===== config.mk =====
export PLATFORM = sky130hd
export DESIGN_NAME = imm_gen_stage_flat
export DESIGN_NICKNAME = d
export VERILOG_FILES = /design/src/rtl/imm_gen_if.sv /design/src/rtl/imm_gen_stage.sv /design/src/flat_wrapper.sv
export SDC_FILE = /design/constraint.sdc
export NUM_CORES = 1
export LEC_CHECK = 0
export BUFFER_PORTS_ARGS = -buffer_cell sky130_fd_sc_hd__buf_4
export CORE_MARGIN = 2
export CORE_UTILIZATION = 45
export CTS_CLUSTER_SIZE = 14
export DETAILED_ROUTE_END_ITERATION = 8
export PLACE_DENSITY = 0.7
export RECOVER_POWER = 100
export SYNTH_ARGS = -nofsm -noshare
export SYNTH_HDL_FRONTEND = slang
export SYNTH_SLANG_ARGS = --single-unit

===== constraint.sdc =====
create_clock -name clk -period 6.6 [get_ports clk]
set_input_delay 1.98 -clock clk [delete_from_list [all_inputs] [get_ports clk]]
set_output_delay 1.98 -clock clk [all_outputs]
set_load 0.1 [all_outputs]

===== src/rtl/imm_gen_if.sv =====
// Valid/ready bus for the immediate generator stage: instruction in, operand out.
interface imm_gen_if #(
  parameter int XLEN = 64,
  parameter int ILEN = 32
);
  logic            in_valid;
  logic            in_ready;
  logic [ILEN-1:0] in_instr;
  logic            in_lt;
  logic            out_valid;
  logic            out_ready;
  logic [XLEN-1:0] out_imm;
  logic [2:0]      out_fmt;
  logic            out_illegal;

  modport master (
    output in_valid, in_instr, in_lt, out_ready,
    input  in_ready, out_valid, out_imm, out_fmt, out_illegal
  );
  modport slave (
    input  in_valid, in_instr, in_lt, out_ready,
    output in_ready, out_valid, out_imm, out_fmt, out_illegal
  );
endinterface


===== src/rtl/imm_gen_stage.sv =====
// Registered RISC-V immediate generator behind a 2-entry skid buffer.
// in_ready is a flop so execute backpressure never reaches decode combinationally.
module imm_gen_stage #(
  parameter int XLEN = 64,
  parameter int ILEN = 32
) (
  input  logic       clk,
  input  logic       reset,
  input  logic       flush,
  imm_gen_if.slave   bus
);
  localparam logic [2:0] FMT_NONE = 3'd0, FMT_R = 3'd1, FMT_I = 3'd2, FMT_S = 3'd3,
                         FMT_B = 3'd4, FMT_U = 3'd5, FMT_J = 3'd6;

  typedef struct packed {
    logic [XLEN-1:0] imm;
    logic [2:0]      fmt;
    logic            illegal;
  } entry_t;

  typedef enum logic [1:0] {EMPTY, ONE, TWO} state_t;

  state_t          state;
  entry_t          main_q, skid_q, dec;
  logic            valid_q, ready_q;
  logic [ILEN-1:0] instr;
  logic [31:0]     v32;
  logic [63:0]     wide;

  assign instr = bus.in_instr;

  // Every format fits in 32 bits with bit 31 already correct, so one final
  // replication of v32[31] gives the XLEN-wide result.
  always_comb begin
    v32         = '0;
    dec.fmt     = FMT_NONE;
    dec.illegal = 1'b0;
    case (instr[6:0])
      7'b0110011: begin
        v32     = {31'b0, bus.in_lt};
        dec.fmt = FMT_R;
      end
      7'b0010011: begin
        dec.fmt = FMT_I;
        if (instr[13:12] == 2'b01)
          v32 = (XLEN == 64) ? {26'b0, instr[25:20]} : {27'b0, instr[24:20]};
        else
          v32 = {{20{instr[31]}}, instr[31:20]};
      end
      7'b0000011, 7'b1100111: begin
        v32     = {{20{instr[31]}}, instr[31:20]};
        dec.fmt = FMT_I;
      end
      7'b0100011: begin
        v32     = {{20{instr[31]}}, instr[31:25], instr[11:7]};
        dec.fmt = FMT_S;
      end
      7'b1100011: begin
        v32     = {{19{instr[31]}}, instr[31], instr[7], instr[30:25], instr[11:8], 1'b0};
        dec.fmt = FMT_B;
      end
      7'b0110111, 7'b0010111: begin
        v32     = {instr[31:12], 12'b0};
        dec.fmt = FMT_U;
      end
      7'b1101111: begin
        v32     = {{11{instr[31]}}, instr[31], instr[19:12], instr[20], instr[30:21], 1'b0};
        dec.fmt = FMT_J;
      end
      default: dec.illegal = 1'b1;
    endcase
    wide    = {{32{v32[31]}}, v32};
    dec.imm = wide[XLEN-1:0];
  end

  logic accept, pop;
  assign accept = bus.in_valid & ready_q;
  assign pop    = valid_q & bus.out_ready;

  always_ff @(posedge clk or posedge reset) begin
    if (reset) begin
      state   <= EMPTY;
      valid_q <= 1'b0;
      ready_q <= 1'b0;
      main_q  <= '0;
      skid_q  <= '0;
    end else if (flush) begin
      state   <= EMPTY;
      valid_q <= 1'b0;
      ready_q <= 1'b1;
    end else begin
      case (state)
        EMPTY: begin
          ready_q <= 1'b1;
          if (accept) begin
            main_q  <= dec;
            valid_q <= 1'b1;
            state   <= ONE;
          end
        end
        ONE: begin
          if (accept && pop) begin
            main_q <= dec;
          end else if (accept) begin
            skid_q  <= dec;
            ready_q <= 1'b0;
            state   <= TWO;
          end else if (pop) begin
            valid_q <= 1'b0;
            state   <= EMPTY;
          end
        end
        TWO: begin
          if (pop) begin
            main_q  <= skid_q;
            ready_q <= 1'b1;
            state   <= ONE;
          end
        end
        default: begin
          state   <= EMPTY;
          valid_q <= 1'b0;
          ready_q <= 1'b1;
        end
      endcase
    end
  end

  assign bus.in_ready    = ready_q;
  assign bus.out_valid   = valid_q;
  assign bus.out_imm     = main_q.imm;
  assign bus.out_fmt     = main_q.fmt;
  assign bus.out_illegal = main_q.illegal;
endmodule


===== src/flat_wrapper.sv =====
// flat-port wrapper written by rule: the top's interface ports become plain ports
module imm_gen_stage_flat 
#(
  parameter int XLEN = 64,
  parameter int ILEN = 32
)
  (clk, reset, flush, bus_in_valid, bus_in_instr, bus_in_lt, bus_out_ready, bus_in_ready, bus_out_valid, bus_out_imm, bus_out_fmt, bus_out_illegal);
  imm_gen_if #(.XLEN(XLEN), .ILEN(ILEN)) bus_i ();
  input  logic clk;
  input  logic reset;
  input  logic flush;
  input wire logic [$bits(bus_i.in_valid)-1:0] bus_in_valid;
  input wire logic [$bits(bus_i.in_instr)-1:0] bus_in_instr;
  input wire logic [$bits(bus_i.in_lt)-1:0] bus_in_lt;
  input wire logic [$bits(bus_i.out_ready)-1:0] bus_out_ready;
  output wire logic [$bits(bus_i.in_ready)-1:0] bus_in_ready;
  output wire logic [$bits(bus_i.out_valid)-1:0] bus_out_valid;
  output wire logic [$bits(bus_i.out_imm)-1:0] bus_out_imm;
  output wire logic [$bits(bus_i.out_fmt)-1:0] bus_out_fmt;
  output wire logic [$bits(bus_i.out_illegal)-1:0] bus_out_illegal;
  assign bus_i.in_valid = bus_in_valid;
  assign bus_i.in_instr = bus_in_instr;
  assign bus_i.in_lt = bus_in_lt;
  assign bus_i.out_ready = bus_out_ready;
  assign bus_in_ready = bus_i.in_ready;
  assign bus_out_valid = bus_i.out_valid;
  assign bus_out_imm = bus_i.out_imm;
  assign bus_out_fmt = bus_i.out_fmt;
  assign bus_out_illegal = bus_i.out_illegal;
  imm_gen_stage #(.XLEN(XLEN), .ILEN(ILEN)) u_core (.clk(clk), .reset(reset), .flush(flush), .bus(bus_i));
endmodule

==> flow_summary.ini, run 1 <==
[cts]
insertion_delay_ns = 0.35
ctsHoldBuffers = 0
cts-root-buf = clkbuf_8
htreeDepth = 3
cts_tree = yes
clk_pin_slew_ns = 0.07
clockBufferDepth = 2
post_cts_resized = 0
cts_buffers = 9
postCtsSetupBuffers = 0
clock-sinks = 76

[routing]
drt_first_pass_iters = 4
vias = 3429
routed_via_density = 5.72
postRouteAntennaNets = 0
post_drt_wl_per_cell_um = 17.5
drc = 0
drtIter0Drc = 189
wl_um = 10500

[critical_path]
cp.required_ns = 6.87
critPathLaunch = bus_out_ready
crit_family = buffers and inverters
timing.rr.start = u_core.state[0]
worst-path-stages = 7
ff2ff_setup_slack_ns = 3.12
slowest_delay_ns = 1.27
cp-start-kind = primary input
path_max_fanout = 40
rr_endpoint = u_core.bus.out_imm[0]
slowest_stage = clkbuf_1
cp.arrival_ns = 5.03
critPathCapture = u_core.bus.out_imm[0]
cp-end-kind = flop
crit_type = in2reg
cp_cell_sequence = clkbuf_1, a21boi_0, or4_1, o41ai_1, clkbuf_1, o21ai_0, o21ai_0
r2r_cells = 6
worst-path-buf-inv = 2

[placement]
gp_congestion = 0.865
io_buffers = 107
post-place-ws_ns = 2.45
placedCellCount = 585
dp_hpwl_um = 7120

[final_layout]
area_growth_pct = 8.37
final_nets = 526
instances_no_fill = 600
antenna_cells = 0
layout-drive-gt1-share_pct = 12.6

[synth]
synth_top_area_share_pct = 46.1
syn_avg_cell_area_sq_um = 9.66
netlist_instances = 427
synth_top_cell_by_area = dfrtp_1
ys_ff_latch = 76
yosysWarnings = 0
syn_nets = 465
synth_edf_count = 0
ys.flop_type = dfrtp_1
yosysUniqueCellTypes = 56
yosys-top-cells-area = dfrtp_1 (46%), buf_4 (6.2%), nand2_1 (6.2%), a211oi_2 (5.8%), a221o_1 (3.4%)
async_flop_share_pct = 100
seq_area_frac_synth_pct = 46.1
synth.cell_area_sq_um = 4130

[die]
die_w_um = 99.7
io_pins = 108
dieArea_sq_um = 9950
rows = 34
fp.coreArea_sq_um = 8810
start_util_pct = 46.8
die_h_um = 99.7

[grt]
grt_pass1_vias = 3411
gr-total-overflow = 0
grt-busiest-layer = met2
grt_use_met1_pct = 28.3
grt_pass1_wl_um = 17100
grt.total_usage_pct = 21.7
met2_usage_pct = 35.1
grt_max_degree = 61
grt_use_met3_pct = 4.01
antenna_found_initial = 0

[pwr]
cellLeakagePower_nw = 1.86
pwr_density_cell_nw_per_um2 = 412
seqPwrFrac_pct = 30.3
clkPwrFrac_pct = 18.9
p_comb_share_pct = 50.8
ir_drop_mv = 0.202
p_sw_share_pct = 56.8
p_int_mw = 0.796
p_switching_mw = 1.05

[sta]
setup_viol = 0
tns_ns = 0
tightest_slew_ns = 1.71
finalCritPeriodShare_pct = 72.1
period_needed_ns = 4.76
max_freq_mhz = 210
skew_ns = 0.00806
hold_viol = 0
maxSlewViolCount = 41
timing.slew.headroom_pct = -13.7
fin_ws_ns = 1.84
rsz0062_at_grt = false

[status]
status = finished with violations
violations = max-capacitance violations, max-slew violations

[run]
max_cap_violations = 1

[worst_hold_path]
hold_class = reg2reg
## placed cells by master (no fill, tap or decap), types with 10 or more instances in the layout
cell type  instances
o221ai_1          11
clkbuf_8          10
a221o_1           14
a21oi_1           14
nand2_1           68
a211oi_1          16
o21ai_0           16
nor2_1            37
and3_1            10
clkbuf_1          77
nand3_1           11
buf_4             36
nor3_1            19
dfrtp_1           76
## per-stage QoR
stage	power [mW]	cell area, sq um	utilization, %	hold slack, ns
after floorplan	1.48	4130	-	0.445
after global placement	1.60	4690	53.3	0.461
after detailed placement	1.61	4690	53.3	0.471
after CTS	1.95	4880	55.4	0.492
after global routing	1.91	4470	50.8	0.505
final	1.84	4470	50.8	0.492
## flip-flops by register name, indices dropped and copies added (netlist names)
name and flops:
u_core.bus.out_valid 1, u_core.bus.out_illegal 1, u_core.bus.in_ready 1, u_core.state 2, u_core.bus.out_fmt 3, u_core.skid_q 36
u_core.bus.out_imm 32
## worst reg2reg max path, cell delays in order, from the launching register on
cell and delay, ns:
dfrtp_1 0.47, a21boi_0 0.19, or4_1 0.75, o41ai_1 0.17, clkbuf_1 1.27, o21ai_0 0.31, o21ai_0 0.24
## kinds of logic (layout without fill, tap and decap cells)
logic type	Yosys count	count (layout)	share of synthesized area [%]
and+or+nand+nor	172	172	19.5
AOI/OAI and AO/OA	109	109	23.0
DFF	76	76	46.1
buffers and inverters	67	132	10.6
muxes	2	2	0.516
xor gates and xnor gates	1	1	0.212
## synth_stat cells, types with 3 or more instances
cell type	n
a21oi_1	14
buf_6	7
nor2b_1	5
o21ai_0	15
buf_4	34
and3_1	10
nor2_1	35
o211ai_1	5
nor3_1	19
nor2_2	3
a22oi_1	4
dfrtp_1	76
clkbuf_1	14
nand3_1	11
nand2b_1	5
o221ai_1	11
inv_1	5
a31oi_1	4
a22o_1	5
a221o_1	14
buf_2	6
a211oi_2	19
nand2_1	68
or2_2	3
## worst min-delay path by stage
stage                                 start                end  slack (ns)  depth (start not counted)
final                     u_core.skid_q[15]  u_core.skid_q[15]        0.49                          2
after detailed placement   u_core.skid_q[8]   u_core.skid_q[8]        0.47                          2
after CTS                 u_core.skid_q[15]  u_core.skid_q[15]        0.49                          2
after global placement     u_core.skid_q[3]   u_core.skid_q[3]        0.46                          2
after floorplan            u_core.skid_q[4]   u_core.skid_q[4]        0.44                          2
after global routing      u_core.skid_q[15]  u_core.skid_q[15]        0.51                          2
## final cells by class
class	count	area, sq um
clock buffer	13	149
clock inverter	2	35.0
fill	902	4340
inverter	5	18.8
multi-input combinational	284	1670
sequential	76	1900
tap	108	135
timing repair buffer	112	563
## power by group through the flow
stage	logic, mW	clock network, mW	registers [mW]
floorplan	0.597	0	0.880
global placement	1.03	0	0.568
detailed placement	1.04	0	0.569
global route	0.967	0.371	0.568
finish	0.936	0.348	0.558
CTS	1.04	0.354	0.562
## layer usage
metal,vias to the layer above,part of all wire [%]
met5,-,0
li1,1628,-
met1,1642,44
met4,0,3.4
met2,129,47
met3,30,5.6
Power figures use the tool's default switching activity.
==> inputs of run 2 (changes only) <==
Settings changed: PLACE_DENSITY 0.7 to 0.72.
Clock period 6.6 ns to 4.15 ns, I/O delays scaled along.
==> run 2 against run 1 <==
Compared with the run above: critical endpoint is now bus_out_imm[33]; die area unchanged; setup slack got worse by 1.1 ns; flip-flop and latch count unchanged; critical path type is now reg2out; highest routed layer unchanged; the run now ends clean; count of clock-buffer cells in the layout shrank 3.
==> flow_summary.ini, run 2 (synthesis results as in run 1) <==
[pwr]
p_comb_share_pct = 49.7
seqPwrFrac_pct = 29.4
cellLeakagePower_nw = 1.92
p_int_mw = 1.34
p_switching_mw = 1.69
ir_drop_mv = 0.323
clkPwrFrac_pct = 20.9
power.total_mw = 3.03
p_sw_share_pct = 55.7
pwr_density_cell_nw_per_um2 = 655

[routing]
postRouteAntennaNets = 0
drt_first_pass_iters = 4
dr_wl_met2_um = 5060
met3WireLength_um = 756
highest_layer = met4
vias = 3529
post_drt_wl_per_cell_um = 17.4
routed_via_density = 5.83
drc = 0
wl_met1_um = 4590
drtIter0Drc = 292
wl_um = 10500

[sta]
tns_ns = 0
rsz0062_at_grt = false
tightest_slew_ns = 1.32
skew_ns = 0.0133
timing.slew.headroom_pct = 12.1
fin_ws_ns = 0.779
setup_viol = 0
hold_slack_ns = 0.484
maxSlewViolCount = 0
period_needed_ns = 3.37
finalCritPeriodShare_pct = 81.2
max_freq_mhz = 297
hold_viol = 0

[critical_path]
ff2ff_setup_slack_ns = 1.25
slowest_stage = clkbuf_1
path_max_fanout = 34
cp_cell_sequence = clkbuf_1
cp-end-kind = primary output
slowest_delay_ns = 0.93
cp.arrival_ns = 2.13
crit_type = reg2out
cp-start-kind = flop
crit_family = buffers and inverters
cp.required_ns = 2.90
r2r_cells = 5
timing.rr.start = u_core.state[1]
worst-path-buf-inv = 1
rr_endpoint = u_core.bus.out_imm[28]

[grt]
grt_pass1_wl_um = 16600
grt.total_usage_pct = 21.0
grt_max_degree = 59
grt_pass1_vias = 3325
gr-total-overflow = 0
antenna_found_initial = 0

[cts]
insertion_delay_ns = 0.35
cts-root-buf = clkbuf_8
ctsHoldBuffers = 0
postCtsSetupBuffers = 0
cts_buffers = 9
post_cts_resized = 0
clockBufferDepth = 2
clk_pin_slew_ns = 0.08
htreeDepth = 3
clock-sinks = 76
cts_tree = yes

[final_layout]
instances_no_fill = 605
final_cell_mix = dfrtp_1 (76), clkbuf_1 (73), nand2_1 (68)
stdcell_area_sq_um = 4620
antenna_cells = 0
final_common_cell = dfrtp_1
largest_reg_flops = 36
final_nets = 530
fill_cells = 872
layout-drive-gt1-share_pct = 16.5
postLayoutCoreUtil_pct = 52.5
area_growth_pct = 12.0
regMostFlops = u_core.skid_q

[worst_hold_path]
hold_class = reg2reg
worstHoldEndpoint = u_core.bus.out_imm[0]
hold_start = u_core.bus.out_imm[0]
hold_depth = 2

[placement]
dp_hpwl_um = 7310
gp_congestion = 0.892
post-place-ws_ns = 0.824
placed_cell_area_sq_um = 4720
io_buffers = 107
placedCellCount = 589

[die]
die_w_um = 99.7
die_h_um = 99.7
dieArea_sq_um = 9950
io_pins = 108
start_util_pct = 46.8
rows = 34
fp.coreArea_sq_um = 8810

[run]
max_cap_violations = 0

[status]
status = complete, no violations
run 2: final cells by class:
cell class | instances | area (sq um) | area share, %
clock buffer | 10 | 138 | 2.98
sequential | 76 | 1900 | 41.2
timing repair buffer | 116 | 594 | 12.9
clock inverter | 6 | 87.6 | 1.90
inverter | 5 | 18.8 | 0.406
tap | 108 | 135 | 2.92
multi-input combinational | 284 | 1750 | 37.8
run 2: how the worst max path moves through the flow:
stage	startpoint	endpoint	slack [ns]	cells after the start
after floorplan	reset	u_core.bus.in_ready	0.97	1
after global placement	bus_out_ready	u_core.bus.out_imm[28]	0.83	6
after detailed placement	bus_out_ready	u_core.bus.out_imm[28]	0.82	6
after CTS	u_core.bus.out_imm[62]	bus_out_imm[33]	1.17	1
after global routing	bus_out_ready	u_core.bus.out_imm[21]	0.51	6
final	u_core.bus.out_imm[62]	bus_out_imm[33]	0.78	1
run 2: power by group through the flow:
stage                     sequential (mW)  clock, mW  combinational [mW]
final                               0.891      0.631                1.51
after global routing                0.902      0.676                1.55
after CTS                           0.896      0.637                1.65
after detailed placement            0.909          0                1.65
after global placement              0.908          0                1.65
after floorplan                      1.40          0               0.949
run 2: layer usage:
layer / track usage (%) / vias up
met3: 2.67 / 9
met4: 7.90 / 0
li1: - / 1636
met1: 28.2 / 1727
met5: 0 / -
met2: 34.9 / 157
